## config.mk

```make
export PLATFORM = sky130hd
export DESIGN_NAME = axi_read_arbiter_flat
export DESIGN_NICKNAME = d
export VERILOG_FILES = /design/src/rtl/axi_read_arbiter_if.sv /design/src/rtl/axi_read_arbiter.sv /design/src/flat_wrapper.sv
export SDC_FILE = /design/constraint.sdc
export NUM_CORES = 1
export LEC_CHECK = 0
export ABC_AREA = 1
export BUFFER_PORTS_ARGS = -buffer_cell sky130_fd_sc_hd__buf_2
export CAP_MARGIN = 40
export CORE_AREA = 3 3 107 109
export DETAILED_ROUTE_END_ITERATION = 6
export DIE_AREA = 0 0 110 112
export GPL_TIMING_DRIVEN = 0
export MAX_ROUTING_LAYER = met4
export PLACE_DENSITY_LB_ADDON = 0.05
export SLEW_MARGIN = 20
export SYNTH_ARGS = -nofsm -noshare
export SYNTH_HDL_FRONTEND = slang
export SYNTH_SLANG_ARGS = --single-unit
```

## constraint.sdc

```tcl
create_clock -name i_clock -period 2.3 [get_ports i_clock]
set_input_delay 0.115 -clock i_clock [delete_from_list [all_inputs] [get_ports i_clock]]
set_output_delay 0.115 -clock i_clock [all_outputs]
set_load 0.005 [all_outputs]
```

## src/rtl/axi_read_arbiter_if.sv

```systemverilog
// AXI4 read channel bundle (AR + R) shared by the requester ports and the bus port.
// master drives AR and rready; slave drives arready and the R payload.
interface axi_read_arbiter_if #(
  parameter int unsigned ID_WIDTH   = 4,
  parameter int unsigned DATA_WIDTH = 32
);
  logic                  arvalid;
  logic                  arready;
  logic [31:0]           araddr;
  logic [ID_WIDTH-1:0]   arid;
  logic [7:0]            arlen;
  logic [2:0]            arsize;
  logic [1:0]            arburst;

  logic                  rvalid;
  logic                  rready;
  logic [DATA_WIDTH-1:0] rdata;
  logic [1:0]            rresp;
  logic                  rlast;
  logic [ID_WIDTH-1:0]   rid;

  modport master (
    output arvalid, araddr, arid, arlen, arsize, arburst, rready,
    input  arready, rvalid, rdata, rresp, rlast, rid
  );

  modport slave (
    input  arvalid, araddr, arid, arlen, arsize, arburst, rready,
    output arready, rvalid, rdata, rresp, rlast, rid
  );
endinterface

```

## src/rtl/axi_read_arbiter.sv

```systemverilog
// Two-requester AXI4 read arbiter: round-robin AR grant held until the final R beat,
// with a beat-count check of the returned burst against the granted arlen.
module axi_read_arbiter #(
  parameter int unsigned ID_WIDTH   = 4,
  parameter int unsigned DATA_WIDTH = 32,
  parameter int unsigned RESET_PRIO = 0
) (
  input  logic               i_clock,
  input  logic               i_reset,
  axi_read_arbiter_if.slave  m0,
  axi_read_arbiter_if.slave  m1,
  axi_read_arbiter_if.master s,
  output logic               o_grant,
  output logic               o_busy,
  output logic               o_len_err
);

  localparam logic [1:0] IDLE = 2'd0;
  localparam logic [1:0] ADDR = 2'd1;
  localparam logic [1:0] DATA = 2'd2;

  localparam logic RST_OWNER = 1'(RESET_PRIO);

  logic [1:0]            state;
  logic [1:0]            next_state;
  logic                  last_owner;
  logic                  pick;
  logic [7:0]            len_q;
  logic [8:0]            beat_cnt;
  logic                  len_err_d;

  logic                  sel_arvalid;
  logic                  sel_rready;
  logic [7:0]            sel_arlen;
  logic [ID_WIDTH-1:0]   sel_arid;
  logic [DATA_WIDTH-1:0] rdata_bcast;
  logic                  ar_hs;
  logic                  r_hs;

  // Owner-selected request side; only observed by the bus while in ADDR/DATA.
  assign sel_arvalid = o_grant ? m1.arvalid : m0.arvalid;
  assign sel_rready  = o_grant ? m1.rready  : m0.rready;
  assign sel_arlen   = o_grant ? m1.arlen   : m0.arlen;
  assign sel_arid    = o_grant ? m1.arid    : m0.arid;

  assign s.araddr  = o_grant ? m1.araddr  : m0.araddr;
  assign s.arid    = sel_arid;
  assign s.arlen   = sel_arlen;
  assign s.arsize  = o_grant ? m1.arsize  : m0.arsize;
  assign s.arburst = o_grant ? m1.arburst : m0.arburst;

  // R payload is broadcast; only rvalid is steered to the owner.
  assign rdata_bcast = s.rdata;
  assign m0.rdata    = rdata_bcast;
  assign m1.rdata    = rdata_bcast;
  assign m0.rresp    = s.rresp;
  assign m1.rresp    = s.rresp;
  assign m0.rlast    = s.rlast;
  assign m1.rlast    = s.rlast;
  assign m0.rid      = s.rid;
  assign m1.rid      = s.rid;

  assign ar_hs  = (state == ADDR) && sel_arvalid && s.arready;
  assign r_hs   = (state == DATA) && s.rvalid && sel_rready;
  assign o_busy = (state != IDLE);

  always_ff @(posedge i_clock) begin
    if (i_reset) begin
      state <= IDLE;
    end else begin
      state <= next_state;
    end
  end

  always_comb begin
    next_state = state;
    pick       = o_grant;
    len_err_d  = 1'b0;
    s.arvalid  = 1'b0;
    s.rready   = 1'b0;
    m0.arready = 1'b0;
    m1.arready = 1'b0;
    m0.rvalid  = 1'b0;
    m1.rvalid  = 1'b0;
    case (state)
      IDLE: begin
        if (m0.arvalid && m1.arvalid) begin
          pick = ~last_owner;
        end else begin
          pick = m1.arvalid;
        end
        if (m0.arvalid || m1.arvalid) begin
          next_state = ADDR;
        end
      end
      ADDR: begin
        s.arvalid  = sel_arvalid;
        m0.arready = ~o_grant & s.arready;
        m1.arready =  o_grant & s.arready;
        if (ar_hs) begin
          next_state = DATA;
        end
      end
      DATA: begin
        s.rready  = sel_rready;
        m0.rvalid = ~o_grant & s.rvalid;
        m1.rvalid =  o_grant & s.rvalid;
        // beat_cnt is the index of the current beat; the last one must be index len_q.
        if (r_hs) begin
          if (s.rlast) begin
            next_state = IDLE;
            len_err_d  = (beat_cnt != {1'b0, len_q});
          end else begin
            len_err_d  = (beat_cnt == {1'b0, len_q});
          end
        end
      end
      default: begin
        next_state = IDLE;
      end
    endcase
  end

  always_ff @(posedge i_clock) begin
    if (i_reset) begin
      o_grant    <= RST_OWNER;
      last_owner <= ~RST_OWNER;
      len_q      <= 8'd0;
      beat_cnt   <= 9'd0;
      o_len_err  <= 1'b0;
    end else begin
      o_len_err <= len_err_d;
      if ((state == IDLE) && (next_state == ADDR)) begin
        o_grant <= pick;
      end
      if (ar_hs) begin
        len_q    <= sel_arlen;
        beat_cnt <= 9'd0;
      end
      if (r_hs) begin
        beat_cnt <= beat_cnt + 9'd1;
        if (s.rlast) begin
          last_owner <= o_grant;
        end
      end
    end
  end

endmodule

```

## src/flat_wrapper.sv

```systemverilog
// flat-port wrapper written by rule: the top's interface ports become plain ports
module axi_read_arbiter_flat 
#(
  parameter int unsigned ID_WIDTH   = 4,
  parameter int unsigned DATA_WIDTH = 32,
  parameter int unsigned RESET_PRIO = 0
)
  (i_clock, i_reset, o_grant, o_busy, o_len_err, m0_arvalid, m0_araddr, m0_arid, m0_arlen, m0_arsize, m0_arburst, m0_rready, m0_arready, m0_rvalid, m0_rdata, m0_rresp, m0_rlast, m0_rid, m1_arvalid, m1_araddr, m1_arid, m1_arlen, m1_arsize, m1_arburst, m1_rready, m1_arready, m1_rvalid, m1_rdata, m1_rresp, m1_rlast, m1_rid, s_arvalid, s_araddr, s_arid, s_arlen, s_arsize, s_arburst, s_rready, s_arready, s_rvalid, s_rdata, s_rresp, s_rlast, s_rid);
  axi_read_arbiter_if #(.ID_WIDTH(ID_WIDTH), .DATA_WIDTH(DATA_WIDTH)) m0_i ();
  axi_read_arbiter_if #(.ID_WIDTH(ID_WIDTH), .DATA_WIDTH(DATA_WIDTH)) m1_i ();
  axi_read_arbiter_if #(.ID_WIDTH(ID_WIDTH), .DATA_WIDTH(DATA_WIDTH)) s_i ();
  input  logic i_clock;
  input  logic i_reset;
  output logic o_grant;
  output logic o_busy;
  output logic o_len_err;
  input wire logic [$bits(m0_i.arvalid)-1:0] m0_arvalid;
  input wire logic [$bits(m0_i.araddr)-1:0] m0_araddr;
  input wire logic [$bits(m0_i.arid)-1:0] m0_arid;
  input wire logic [$bits(m0_i.arlen)-1:0] m0_arlen;
  input wire logic [$bits(m0_i.arsize)-1:0] m0_arsize;
  input wire logic [$bits(m0_i.arburst)-1:0] m0_arburst;
  input wire logic [$bits(m0_i.rready)-1:0] m0_rready;
  output wire logic [$bits(m0_i.arready)-1:0] m0_arready;
  output wire logic [$bits(m0_i.rvalid)-1:0] m0_rvalid;
  output wire logic [$bits(m0_i.rdata)-1:0] m0_rdata;
  output wire logic [$bits(m0_i.rresp)-1:0] m0_rresp;
  output wire logic [$bits(m0_i.rlast)-1:0] m0_rlast;
  output wire logic [$bits(m0_i.rid)-1:0] m0_rid;
  input wire logic [$bits(m1_i.arvalid)-1:0] m1_arvalid;
  input wire logic [$bits(m1_i.araddr)-1:0] m1_araddr;
  input wire logic [$bits(m1_i.arid)-1:0] m1_arid;
  input wire logic [$bits(m1_i.arlen)-1:0] m1_arlen;
  input wire logic [$bits(m1_i.arsize)-1:0] m1_arsize;
  input wire logic [$bits(m1_i.arburst)-1:0] m1_arburst;
  input wire logic [$bits(m1_i.rready)-1:0] m1_rready;
  output wire logic [$bits(m1_i.arready)-1:0] m1_arready;
  output wire logic [$bits(m1_i.rvalid)-1:0] m1_rvalid;
  output wire logic [$bits(m1_i.rdata)-1:0] m1_rdata;
  output wire logic [$bits(m1_i.rresp)-1:0] m1_rresp;
  output wire logic [$bits(m1_i.rlast)-1:0] m1_rlast;
  output wire logic [$bits(m1_i.rid)-1:0] m1_rid;
  output wire logic [$bits(s_i.arvalid)-1:0] s_arvalid;
  output wire logic [$bits(s_i.araddr)-1:0] s_araddr;
  output wire logic [$bits(s_i.arid)-1:0] s_arid;
  output wire logic [$bits(s_i.arlen)-1:0] s_arlen;
  output wire logic [$bits(s_i.arsize)-1:0] s_arsize;
  output wire logic [$bits(s_i.arburst)-1:0] s_arburst;
  output wire logic [$bits(s_i.rready)-1:0] s_rready;
  input wire logic [$bits(s_i.arready)-1:0] s_arready;
  input wire logic [$bits(s_i.rvalid)-1:0] s_rvalid;
  input wire logic [$bits(s_i.rdata)-1:0] s_rdata;
  input wire logic [$bits(s_i.rresp)-1:0] s_rresp;
  input wire logic [$bits(s_i.rlast)-1:0] s_rlast;
  input wire logic [$bits(s_i.rid)-1:0] s_rid;
  assign m0_i.arvalid = m0_arvalid;
  assign m0_i.araddr = m0_araddr;
  assign m0_i.arid = m0_arid;
  assign m0_i.arlen = m0_arlen;
  assign m0_i.arsize = m0_arsize;
  assign m0_i.arburst = m0_arburst;
  assign m0_i.rready = m0_rready;
  assign m0_arready = m0_i.arready;
  assign m0_rvalid = m0_i.rvalid;
  assign m0_rdata = m0_i.rdata;
  assign m0_rresp = m0_i.rresp;
  assign m0_rlast = m0_i.rlast;
  assign m0_rid = m0_i.rid;
  assign m1_i.arvalid = m1_arvalid;
  assign m1_i.araddr = m1_araddr;
  assign m1_i.arid = m1_arid;
  assign m1_i.arlen = m1_arlen;
  assign m1_i.arsize = m1_arsize;
  assign m1_i.arburst = m1_arburst;
  assign m1_i.rready = m1_rready;
  assign m1_arready = m1_i.arready;
  assign m1_rvalid = m1_i.rvalid;
  assign m1_rdata = m1_i.rdata;
  assign m1_rresp = m1_i.rresp;
  assign m1_rlast = m1_i.rlast;
  assign m1_rid = m1_i.rid;
  assign s_arvalid = s_i.arvalid;
  assign s_araddr = s_i.araddr;
  assign s_arid = s_i.arid;
  assign s_arlen = s_i.arlen;
  assign s_arsize = s_i.arsize;
  assign s_arburst = s_i.arburst;
  assign s_rready = s_i.rready;
  assign s_i.arready = s_arready;
  assign s_i.rvalid = s_rvalid;
  assign s_i.rdata = s_rdata;
  assign s_i.rresp = s_rresp;
  assign s_i.rlast = s_rlast;
  assign s_i.rid = s_rid;
  axi_read_arbiter #(.ID_WIDTH(ID_WIDTH), .DATA_WIDTH(DATA_WIDTH), .RESET_PRIO(RESET_PRIO)) u_core (.i_clock(i_clock), .i_reset(i_reset), .m0(m0_i), .m1(m1_i), .s(s_i), .o_grant(o_grant), .o_busy(o_busy), .o_len_err(o_len_err));
endmodule
```

==> out/qor.txt <==
Max Transition Viols Final - 0
GRT Util Overall - 16.5%
Placer Congestion - 0.746
Die Width - 110 um
mux contribution to synthesized area - 0%
reg2reg end - u_core.beat_cnt[1]
Port Buffer Count - 242
number of synthesized register bits - 22
max frequency - 588 MHz
R2R cell count - 8
critical path class - flip-flop to output pin
Die H - 112 um
I/O Pins - 281
fin crit period - 1.70 ns
Final Hold Viols - 0
Pwr Density - 384 nW/um^2
CTS tree - done
critical path fanouts, max - 10
Layout Nets - 814
CTS Buffer Depth - 2
Worst Max-Slew Pin Slew - 0.554 ns
Syn Std Cell Area - 2420 sq um
worst vdd rail ir drop - 0.187 mV
post-DR wirelength/cell - 13.0 um
Die Area - 12300 sq um
ant diodes - 0
Slew headroom - 63.1%
Synth Area in Adders - 0.518%
Startpoint Class - flip-flop
CTS resizes - 0
hold path depth - 4
skew final - 0.00161 ns
Area Growth Syn to Fin - 60.3%
DRC - 0
Leak - 2.37 nW
final period utilization - 73.9%
largest family of logic cells by synthesized area - simple AND/OR/NAND/NOR gates
routed wire length - 10500 um
initial antenna violation count - 0
largest net degree at the start of global routing - 14
WP data required - 2.18 ns
most frequent cells in the layout - buf_2 (252), nand2_1 (197), buf_4 (78)
CORE AREA - 10700 sq um
Hold/Removal Path Class - input port to flip-flop
Detail Placement HPWL - 9110 um
clk_lat worst skew - 0.27 ns
DRT iter0 DRCs - 61
total power - 0.00149 W
most common cell after layout, fill and taps aside - buf_2
setup tns final - 0 ns
Final setup viols - 0
TritonCTS Buffers - 3
hold worst-path end - u_core.len_q[5]
worst r2r src - u_core.o_grant
setup bufs post-CTS - 0
Via Count - 3231
total gr overflow - 0
CTS Hold Buffers Added - 0
H-tree Lvls - 1
max-cap violations - 0
clock slew seen by the registers of the worst setup and hold paths - 0.09 ns
FP Rows - 38
clk root buf - clkbuf_8
RSZ-0062 raised after global routing - false
sequential area share after synthesis - 18.2%
number of synthesis warnings - 0
synth unique cells - 27
Post-Synthesis Cells - 421
syn nets - 567
crit path DAT - 1.59 ns
Critical Path Sink Type - output pin
antenna-violating nets left - 0
hold path start - i_reset
layout cells sized above 1 - 52.8%
global-route wire length before repair - 15600 um
xor/xnor cell area share of the yosys netlist - 0.725%
Synth Area in Simple Gates - 39.8%
Pre-antenna DRT Iters - 4
clk sinks - 22
routed vias/inst - 4.00
status - completed
Synth Area in Compound Gates - 8.33%
Worst R2R Setup Slack - 0.86 ns
Mean Syn Cell Area - 5.74 sq um
vias in the first global route - 3115
starting density of the core - 22.6%
==> synth_stat cells (all sizes together) <==
cell    instances  share of area [%]
dfxtp          22                 18
nor2           19                3.4
clkinv          1               0.36
inv            28                4.6
nand3          16                4.1
buf            90                 27
o21bai          1               0.31
or2             1               0.26
a21o            1               0.62
o211ai          1               0.31
clkbuf          2               0.31
xor2            2               0.72
a211oi          1               0.31
nand2         199                 31
a21oi          21                4.3
o21ai          11                2.4
nor3            3               0.62
ha              1               0.52
and2            1               0.26
==> worst max-delay path by stage <==
stage	from	endpoint	cells past startpoint	slack (ns)
3_3_place_gp	u_core.o_grant	u_core.beat_cnt[7]	8	0.84
6_report	u_core.o_grant	s_arsize[0]	7	0.60
3_5_place_dp	u_core.o_grant	u_core.beat_cnt[1]	8	0.81
5_1_grt	u_core.o_grant	s_arid[3]	6	0.45
2_1_floorplan	u_core.beat_cnt[0]	u_core.beat_cnt[8]	9	1.07
4_1_cts	u_core.o_grant	s_arsize[0]	7	0.54
==> per-layer routing <==
layer	up-vias	global-route usage, %	share of wire (%)
met5	-	-	0
met4	0	2.33	1.1
met3	6	3.88	8.3
met2	137	31.4	54
met1	1387	17.3	37
li1	1701	-	-
==> flip-flops by register name, summed over array words and instances, names as in the netlist <==
name	cells
u_core.last_owner	1
u_core.state	2
u_core.o_grant	1
u_core.beat_cnt	9
u_core.len_q	8
u_core.o_len_err	1
==> area by class of cell <==
cell class | count | area (sq um)
fill | 1235 | 6820
timing repair buffer | 242 | 1210
multi-input combinational | 278 | 1190
buffer | 92 | 666
sequential | 22 | 440
tap | 140 | 175
inverter | 29 | 119
clock buffer | 3 | 41.3
clock inverter | 1 | 30.0
==> through the flow <==
stage | instance area, sq um | hold slack, ns | utilization [%] | std cells | worst slack [ns]
global placement | 3800 | 0.398 | 35.6 | 803 | 0.844
detailed placement | 3800 | 0.397 | 35.6 | 803 | 0.813
finish | 3870 | 0.129 | 36.2 | 807 | 0.599
CTS | 3870 | 0.121 | 36.2 | 807 | 0.543
global route | 3870 | 0.146 | 36.2 | 807 | 0.453
floorplan | 2420 | 0.253 | - | 421 | 1.07
==> logic make-up after synthesis <==
kind of cell	count (synthesis)
simple gates	239
buf+inv	121
compound gates	36
flops	22
xor+xnor	2
fa+ha+maj	1
==> where the power goes <==
part	internal (W)	total (W)	switching, W
Clock	0.000233	0.000374	0.000141
Sequential	0.000394	0.000402	0.00000789
Combinational	0.000365	0.000714	0.000349
Total	0.000991	0.00149	0.000498
==> critical path: stages (launching register included) <==
cell and delay [ns]:
dfxtp_1 0.33, buf_6 0.15, inv_6 0.10, buf_2 0.22, buf_2 0.26, nand2_1 0.08, nand2_1 0.06, buf_2 0.13
Note: power is estimated with default switching activity, not from simulation.
